## config.mk

```make
export PLATFORM = sky130hd
export DESIGN_NAME = node_evaluator
export DESIGN_NICKNAME = d
export VERILOG_FILES = /design/src/rtl/node_evaluator.sv
export SDC_FILE = /design/constraint.sdc
export NUM_CORES = 1
export LEC_CHECK = 0
export BUFFER_PORTS_ARGS = -buffer_cell sky130_fd_sc_hd__clkbuf_2
export CORE_ASPECT_RATIO = 0.7
export CORE_MARGIN = 8
export CORE_UTILIZATION = 40
export CTS_BUF_LIST = sky130_fd_sc_hd__clkbuf_4 sky130_fd_sc_hd__clkbuf_8
export CTS_CLUSTER_DIAMETER = 150
export DETAILED_ROUTE_END_ITERATION = 12
export GPL_TIMING_DRIVEN = 0
export MAX_ROUTING_LAYER = met4
export PLACE_DENSITY = 0.62
export SLEW_MARGIN = 20
export SYNTH_ARGS = -nofsm -noshare
export SYNTH_HDL_FRONTEND = slang
export SYNTH_SLANG_ARGS = --single-unit
```

## constraint.sdc

```tcl
create_clock -name clk -period 15.15 [get_ports clk]
set_clock_uncertainty 0.05 [all_clocks]
set_input_delay 1.515 -clock clk [delete_from_list [all_inputs] [get_ports clk]]
set_output_delay 1.515 -clock clk [all_outputs]
set_load 0.005 [all_outputs]
```

## src/rtl/node_evaluator.sv

```systemverilog
// node_evaluator: multiplies a latched feature vector by WORDS-1 coefficients
// streamed from a registered memory, adds a bias word, and holds the signed result.
`default_nettype none

module node_evaluator #(
  parameter int COEFF_W = 24,
  parameter int WORDS   = 5,
  parameter int FEAT_W  = 12,
  parameter int ACC_W   = COEFF_W + FEAT_W + $clog2(WORDS)
) (
  input  logic                          clk,
  input  logic                          reset,
  input  logic                          in_valid,
  output logic                          in_ready,
  input  logic [FEAT_W*(WORDS-1)-1:0]   features,
  output logic                          mem_ce,
  output logic                          mem_we,
  output logic [$clog2(WORDS)-1:0]      mem_a,
  input  logic [COEFF_W-1:0]            mem_q,
  output logic                          out_valid,
  input  logic                          out_ready,
  output logic [ACC_W-1:0]              out_sum,
  output logic                          out_decision
);

  localparam int AW     = $clog2(WORDS);
  localparam int NF     = WORDS - 1;
  localparam int PROD_W = COEFF_W + FEAT_W;
  localparam int PAD_W  = FEAT_W * (1 << AW);
  localparam logic [AW-1:0] LAST = AW'(WORDS - 1);

  typedef enum logic [1:0] {
    IDLE  = 2'd0,
    FETCH = 2'd1,
    HOLD  = 2'd2
  } state_t;

  state_t                    state;
  logic [FEAT_W*NF-1:0]      feat_q;
  logic signed [ACC_W-1:0]   acc;
  logic                      data_vld;
  logic [AW-1:0]             data_k;

  logic [PAD_W-1:0]          feat_pad;
  logic signed [FEAT_W-1:0]  feat_sel;
  logic signed [PROD_W-1:0]  prod;
  logic signed [ACC_W-1:0]   prod_ext;
  logic signed [ACC_W-1:0]   bias_ext;
  logic signed [ACC_W-1:0]   acc_next;

  assign mem_we = 1'b0;

  // Padding to a power-of-two count keeps the variable slice in range for the bias index.
  assign feat_pad = PAD_W'(feat_q);
  assign feat_sel = feat_pad[FEAT_W*data_k +: FEAT_W];
  assign prod     = $signed(mem_q) * feat_sel;
  assign prod_ext = {{(ACC_W-PROD_W){prod[PROD_W-1]}}, prod};
  assign bias_ext = {{(ACC_W-COEFF_W){mem_q[COEFF_W-1]}}, mem_q};
  assign acc_next = acc + ((data_k == LAST) ? bias_ext : prod_ext);

  // data_vld/data_k trail mem_ce/mem_a by one edge, matching the memory read latency.
  always_ff @(posedge clk) begin
    if (reset) begin
      state        <= IDLE;
      in_ready     <= 1'b1;
      mem_ce       <= 1'b0;
      mem_a        <= '0;
      data_vld     <= 1'b0;
      data_k       <= '0;
      acc          <= '0;
      feat_q       <= '0;
      out_valid    <= 1'b0;
      out_sum      <= '0;
      out_decision <= 1'b0;
    end else begin
      data_vld <= mem_ce;
      data_k   <= mem_a;
      case (state)
        IDLE: begin
          if (in_valid) begin
            feat_q   <= features;
            acc      <= '0;
            mem_ce   <= 1'b1;
            mem_a    <= '0;
            in_ready <= 1'b0;
            state    <= FETCH;
          end
        end
        FETCH: begin
          if (mem_ce) begin
            if (mem_a == LAST) begin
              mem_ce <= 1'b0;
              mem_a  <= '0;
            end else begin
              mem_a <= mem_a + 1'b1;
            end
          end
          if (data_vld) begin
            acc <= acc_next;
            if (data_k == LAST) begin
              out_sum      <= acc_next;
              out_decision <= ~acc_next[ACC_W-1];
              out_valid    <= 1'b1;
              state        <= HOLD;
            end
          end
        end
        HOLD: begin
          if (out_ready) begin
            out_valid <= 1'b0;
            in_ready  <= 1'b1;
            state     <= IDLE;
          end
        end
        default: state <= IDLE;
      endcase
    end
  end

endmodule

`default_nettype wire

```

==> out/results.ini, run 1 <==
[critical_path]
path_common_cell=fa_1
crit_path_max_fanout=10
arrival_ns=11.23
crit_path_top_delay_cell=nor2b_1
required_ns=15.44
start_kind=flip-flop
critPathKind=reg2reg
max_stage_delay_ns=0.91
endpoint_kind=flip-flop

[die]
dieArea_mm2=0.0511
die_y_um=192
die_w_um=267
coreArea_mm2=0.0436
ios=123
start_util_pct=40.4
fp-row-count=64

[clocking]
clockRootBuffer=clkbuf_8
clkLatencyLatePin_ns=0.47
cts.sinks=139
path_clk_slew_ns=0.09
ctsHoldBuffers=0
cts_buffers=17
post_cts_buffers=0
cts_tree=done
cts_resized=0
htreeDepth=4
clockBufferDepth=2

[yosys]
synth-seq-cells=139
yosysSeqAreaShare_pct=15.8
yosysTopAreaCell=fa_1
netlist.area_leader.share_pct=29.4
synth_area_mm2=0.0176
yosysMostFrequentCell=nand2_1
synth-edff-count=0
netlist_top_cells_area=fa_1, dfxtp_1, nand2_1, ha_1, inv_1
synth_common_cells=nand2_1, inv_1, fa_1
async_flop_share_pct=0
synth.avg_cell_area_um2=8.20
synth.distinct_cells=76
ys.flop_type=dfxtp_1
syn_inst=2147
synth_warnings=0
syn_nets=2599

[sta]
period_minus_slack_ns=10.94
fmax_mhz=91.4
tightest_slew_ns=1.18
fin_crit_sh_pct=72.2
slew_violations=0
finalSetupTns_ns=0
relSlewSlack_pct=21.3
rsz0062_at_grt=no
setup_viol=0
hold_viol_final=0

[power]
comb_power_share_pct=66.4
sequentialPowerShare_pct=18.4
switching_share_pct=50.1
p_int_mw=1.04
switching_power_mw=1.05
p_leak_nw=9.00
finalPower_mw=2.09
power_density_mw_per_mm2=108
peakVddDrop_uv=64.3
clkPwrFrac_pct=15.2

[detailed_routing]
vias_per_cell=5.27
drt_iter0_markers=1282
vias=15300
drt_pass1_iterations=5
drt_wl_total_um=53400
drc=0
avgRoutedWirePerCell_um=18.4
ant_nets=0

[placement]
port_buffers=121
gp_congestion=0.939
place_hpwl_um=45400

[global_routing]
grt_overflow=0
grt_pass1_vias=15500
gr-usage-all-layers_pct=21.8
antenna_found_initial=5
grt_max_degree=17
grt_first_pass_wirelength_um=85400

[finish]
ff_latch_area_mm2=0.00278
multi_input_area_mm2=0.0131
fin_nets=2739
drive_gt1_share_pct=8.39
num-fill-cells=4434
synthToLayoutAreaGrowth_pct=9.98

[worst_hold_path]
min_path_type=reg2reg

[run]
cap_violations=0

[status]
status=complete, no violations

-- per-layer routing --
| layer | wire [µm] | vias up | GRT usage (%) | share of wire, % |
|---|---|---|---|---|
| li1 | - | 7120 | - | - |
| met1 | 24800 | 7540 | 30.6 | 46 |
| met2 | 22900 | 533 | 31.6 | 43 |
| met3 | 4560 | 82 | 5.28 | 8.5 |
| met4 | 1140 | 0 | 5.08 | 2.1 |
| met5 | 0 | - | - | 0 |
-- power groups by stage --
stage | Clock [mW] | Sequential [mW] | Combinational [mW]
2_1_floorplan | 0 | 0.391 | 1.02
3_3_place_gp | 0 | 0.393 | 1.35
3_5_place_dp | 0 | 0.393 | 1.37
4_1_cts | 0.323 | 0.385 | 1.38
5_1_grt | 0.339 | 0.387 | 1.55
6_report | 0.318 | 0.385 | 1.39
-- path summary, 6_finish.rpt --
check,startpoint,to,slack (ns),cells after the start
max,data_k[1],acc[38],4.21,33
min,out_sum[25],out_sum[25],0.41,2
max reg2reg,data_k[1],acc[38],4.21,33
min reg2reg,out_sum[25],out_sum[25],0.41,2
-- through the flow --
step | area [µm²] | hold WS (ns) | cells | utilization (%) | setup WS (ns)
after CTS | 19400 | 0.410 | 2894 | 44.4 | 4.31
after global placement | 19000 | 0.393 | 2862 | 43.5 | 4.51
after global routing | 19400 | 0.429 | 2896 | 44.5 | 3.43
after floorplan | 17600 | 0.383 | 2147 | - | 6.45
after detailed placement | 19000 | 0.397 | 2862 | 43.5 | 4.37
final | 19400 | 0.408 | 2897 | 44.5 | 4.21
-- area by class of cell --
| cell class | count | share of cell area [%] |
|---|---|---|
| Multi-Input combinational cell | 1557 | 67.8 |
| Tap cell | 594 | 3.84 |
| Antenna cell | 3 | 0.0388 |
| Buffer | 110 | 2.16 |
| Inverter | 341 | 6.62 |
| Sequential cell | 139 | 14.4 |
| Clock buffer | 18 | 1.25 |
| Clock inverter | 14 | 0.827 |
| Timing Repair Buffer | 121 | 3.13 |
-- logic make-up (layout without fill, tap and decap cells) --
| kind of cell | after synthesis | in the layout | synth area share, % |
|---|---|---|---|
| mux | 15 | 15 | 1.73 |
| xor+xnor | 57 | 57 | 3.01 |
| compound gates | 375 | 375 | 13.6 |
| buf+inv | 451 | 604 | 9.66 |
| other cells | 1 | 4 | 0.0213 |
| fa+ha+maj | 376 | 376 | 37.8 |
| simple gates | 733 | 733 | 18.4 |
| flops | 139 | 139 | 15.8 |
-- critical path: cells and delay by family, from the launching register on --
family	cells	cell delay, ns
AO/OA/AOI/OAI	11	2.59
multiplexers	1	0.35
buffers and inverters	6	1.62
flip-flops	1	0.46
AND/OR/NAND/NOR	7	2.37
adder cells (fa/ha/maj)	7	3.21
XOR/XNOR	1	0.13
-- flip-flops by register name, summed over array words and instances (netlist names) --
register      flops
feat_q           48
data_vld          1
out_sum          39
data_k            3
mem_ce            1
out_valid         1
state             2
in_ready          1
mem_a             3
out_decision      1
acc              39
-- cells in the final DEF (no fill, tap or decap), types with 5 or more instances in the layout --
cell	instances
and2_1	79
nand4_1	10
o21ai_0	57
or2_2	10
nor2b_1	18
xnor2_1	28
clkbuf_8	17
o211ai_1	7
clkbuf_1	102
inv_1	339
a22oi_1	26
nand3_1	35
nor3_1	18
clkbuf_2	121
o21bai_1	10
nand2_1	421
o21a_1	11
mux4_2	12
a31oi_1	7
and3_1	5
xor2_1	27
or3_1	5
nor2_1	105
a21boi_0	7
ha_1	117
dfxtp_1	139
a211oi_1	8
a21oi_1	149
buf_1	6
a32oi_1	5
a21o_1	36
o31ai_1	9
fa_1	259
nand2b_1	6
inv_6	5
No activity file was read; power rests on OpenSTA's default activity.
==> inputs of run 2 (changes only) <==
--- a/config.mk
+++ b/config.mk
@@ -5,6 +5,7 @@
 export SDC_FILE = /design/constraint.sdc
 export NUM_CORES = 1
 export LEC_CHECK = 0
+export ABC_AREA = 1
 export BUFFER_PORTS_ARGS = -buffer_cell sky130_fd_sc_hd__clkbuf_2
 export CORE_ASPECT_RATIO = 0.7
 export CORE_MARGIN = 8
@@ -14,7 +15,7 @@
 export DETAILED_ROUTE_END_ITERATION = 12
 export GPL_TIMING_DRIVEN = 0
 export MAX_ROUTING_LAYER = met4
-export PLACE_DENSITY = 0.62
+export PLACE_DENSITY = 0.64
 export SLEW_MARGIN = 20
 export SYNTH_ARGS = -nofsm -noshare
 export SYNTH_HDL_FRONTEND = slang
==> constraint.sdc (replaced) <==
create_clock -name clk -period 9.96 [get_ports clk]
set_clock_uncertainty 0.05 [all_clocks]
set_input_delay 0.996 -clock clk [delete_from_list [all_inputs] [get_ports clk]]
set_output_delay 0.996 -clock clk [all_outputs]
set_load 0.005 [all_outputs]
==> run 2 against run 1 <==
Against the previous run: via count is 9.4% higher; synthesized area is 3.9% higher; critical endpoint is now acc[34]; maximum frequency is 16% higher; cell count is 14% higher; wire length is 10% higher; critical path depth is 6 higher; critical path type unchanged; first-iteration DRC count is 7.8% higher; worst setup slack worse by 3.7 ns; synthesized cell count is 18% higher; register-to-register slack worse by 3.7 ns; final area is 3.6% higher.
==> out/results.ini, run 2 <==
[status]
status=complete, no violations

[worst_hold_path]
hold_start=out_sum[13]
min_path_type=reg2reg

[clocking]
htreeDepth=4  ; unchanged
clockRootBuffer=clkbuf_8
cts_buffers=17  ; unchanged
clockBufferDepth=2  ; unchanged
path_clk_slew_ns=0.08  ; about the same
cts.sinks=139  ; unchanged
cts_tree=done
clkLatencyLatePin_ns=0.47  ; about the same
post_cts_buffers=0  ; unchanged

[finish]
num-fill-cells=4704  ; +6.1%
drive_gt1_share_pct=8.33  ; -0.061 points
largestRegisters=feat_q x48, acc x39, out_sum x39
fin_nets=3129  ; +14%
final_common_cell=nand2_1
diodes=0  ; -3
largest_reg_flops=48  ; unchanged
final_cell_mix=nand2_1, inv_1, nor2_1
largest_register=feat_q
multi_input_area_mm2=0.0132  ; +0.71%
fin_util_pct=44.5  ; about the same
synthToLayoutAreaGrowth_pct=9.67
ff_latch_area_mm2=0.00278  ; unchanged

[global_routing]
grt_max_degree=17  ; unchanged
grt-busiest-layer=met2
grt_first_pass_wirelength_um=94400  ; +10%
grt_use_met2_pct=33.6  ; +2.0 points
antenna_found_initial=0  ; -5
grt_pass1_vias=17100  ; +10%
grt_overflow=0  ; unchanged
gr-usage-met1_pct=33.1  ; +2.5 points
gr-usage-all-layers_pct=23.1  ; +1.3 points
met3_usage_pct=5.25  ; -0.033 points

[yosys]
yosysMostFrequentCell=nand2_1
synth_area_mm2=0.0183  ; +3.9%
netlist.area_leader.share_pct=28.3  ; -1.1 points
synth_top_family_by_area=adder cells
synth_compound_area_share_pct=11.3  ; -2.3 points
syn_nets=2996  ; +15%
yosysSeqAreaShare_pct=15.2  ; -0.59 points
synth_warnings=0  ; unchanged
async_flop_share_pct=0  ; unchanged
synth.distinct_cells=52  ; -32%
synth-edff-count=0  ; unchanged
syn_inst=2544  ; +18%
synth.avg_cell_area_um2=7.19  ; -12%
ys.flop_type=dfxtp_1
yosys.area_share.simple_pct=22.1  ; +3.7 points
synth_common_cells=nand2_1, inv_1, nor2_1
synth-adder-area-share_pct=36.3  ; -1.4 points
yosys.area_share.xor_xnor_pct=2.39  ; -0.62 points
netlist_top_cells_area=fa_1, dfxtp_1, nand2_1, inv_1, ha_1
yosysTopAreaCell=fa_1
synth-seq-cells=139  ; unchanged
synth_mux_area_share_pct=0  ; -1.7 points

[critical_path]
critPathKind=reg2reg
r2r-start=data_k[0]
endpoint_kind=flip-flop
startpoint=data_k[0]
max_stage_delay_ns=0.52  ; -0.39 ns
arrival_ns=9.76  ; -1.47 ns
crit_path_max_fanout=10  ; unchanged
crit_path_top_delay_cell=fa_1
required_ns=10.30  ; -5.14 ns
start_kind=flip-flop

[sta]
hold_viol_final=0  ; unchanged
fin_crit_sh_pct=94.5  ; +22 points
relSlewSlack_pct=42.1  ; +21 points
setup_ws_ns=0.544  ; -3.67 ns
period_minus_slack_ns=9.42  ; -1.52 ns
tightest_slew_ns=0.869  ; -0.309 ns
rsz0062_at_grt=no
slew_violations=0  ; unchanged
finalSetupTns_ns=0  ; unchanged
setup_viol=0  ; unchanged
fmax_mhz=106  ; +16%

[detailed_routing]
drc=0  ; unchanged
avgRoutedWirePerCell_um=17.8  ; -3.2%
vias=16700  ; +9.4%
drt_pass1_iterations=9  ; +4
drt_iter0_markers=1382  ; +7.8%
ant_nets=0  ; unchanged
drt_wl_total_um=58700  ; +10%
vias_per_cell=5.08  ; -3.7%

[placement]
gp_congestion=0.959  ; +2.2%
post-place-ws_ns=0.832  ; -3.54 ns
place_hpwl_um=50200  ; +11%
port_buffers=114  ; -5.8%

[run]
cap_violations=0  ; unchanged

[die]
dieArea_mm2=0.0529  ; +3.6%
ios=123  ; unchanged
die_w_um=272  ; +1.8%
fp-row-count=65  ; +1.6%
start_util_pct=40.5  ; +0.11 points
coreArea_mm2=0.0451  ; +3.6%
die_y_um=195  ; +1.8%

[run 2: cell types whose count changed after synthesis, moves of 18 or more]
cell      delta
a21o_1      -26
a22oi_1     -26
and2_1      -79
buf_2       +20
clkbuf_1    -46
inv_1      +154
nand2_1    +106
nand3_1     +25
nor2_1     +251
nor2b_1     -18
o21ai_0     +74
[run 2: critical path, delay by kind of cell, from the launching register on]
kind	cells	cell delay, ns
buf+inv	10	1.66
compound gates	8	1.41
flops	1	0.30
fa+ha+maj	7	3.23
xor+xnor	2	0.42
simple gates	12	2.23
[run 2: cells by family after synthesis]
logic type,after synthesis
XOR/XNOR,50
adder cells (fa/ha/maj),376
buffers and inverters,599
AO/OA/AOI/OAI,375
flip-flops,139
AND/OR/NAND/NOR,1004
other,1
[run 2: metrics by stage]
stage | instance area [µm²] | hold WS, ns | cells
global route | 20100 | 0.431 | 3292
detailed placement | 19600 | 0.409 | 3261
CTS | 20100 | 0.422 | 3292
floorplan | 18300 | 0.399 | 2544
global placement | 19600 | 0.401 | 3261
finish | 20100 | 0.420 | 3292
[run 2: worst paths after layout]
check	end	slack (ns)	cells past startpoint
setup / recovery	acc[34]	0.54	39
hold / removal	out_sum[13]	0.42	2
setup reg to reg	acc[34]	0.54	39
hold reg to reg	out_sum[13]	0.42	2
[run 2: layout make-up]
type	count	area share, %
Buffer	94	2.02
Clock buffer	21	1.35
Clock inverter	10	0.823
Inverter	505	9.45
Multi-Input combinational cell	1806	65.9
Sequential cell	139	13.9
Tap cell	603	3.76
Timing Repair Buffer	114	2.84
[run 2: per-layer routing]
| layer | part of all wire [%] | wire [µm] | vias to the layer above |
|---|---|---|---|
| li1 | - | - | 8012 |
| met1 | 49 | 28800 | 8081 |
| met2 | 42 | 24600 | 563 |
| met3 | 7.8 | 4550 | 55 |
| met4 | 1.4 | 796 | 0 |
| met5 | 0 | 0 | - |
[run 2: repair_timing]
item | in CTS | in global routing
endpoints found under the setup margin | 0 | 2
resized for setup | 0 | 2
hold buffers | 0 | 0
Power of run 2 is left out: the tool's default activity adds up to more than one toggle a clock period on the data nets, which glitch-free logic cannot reach.
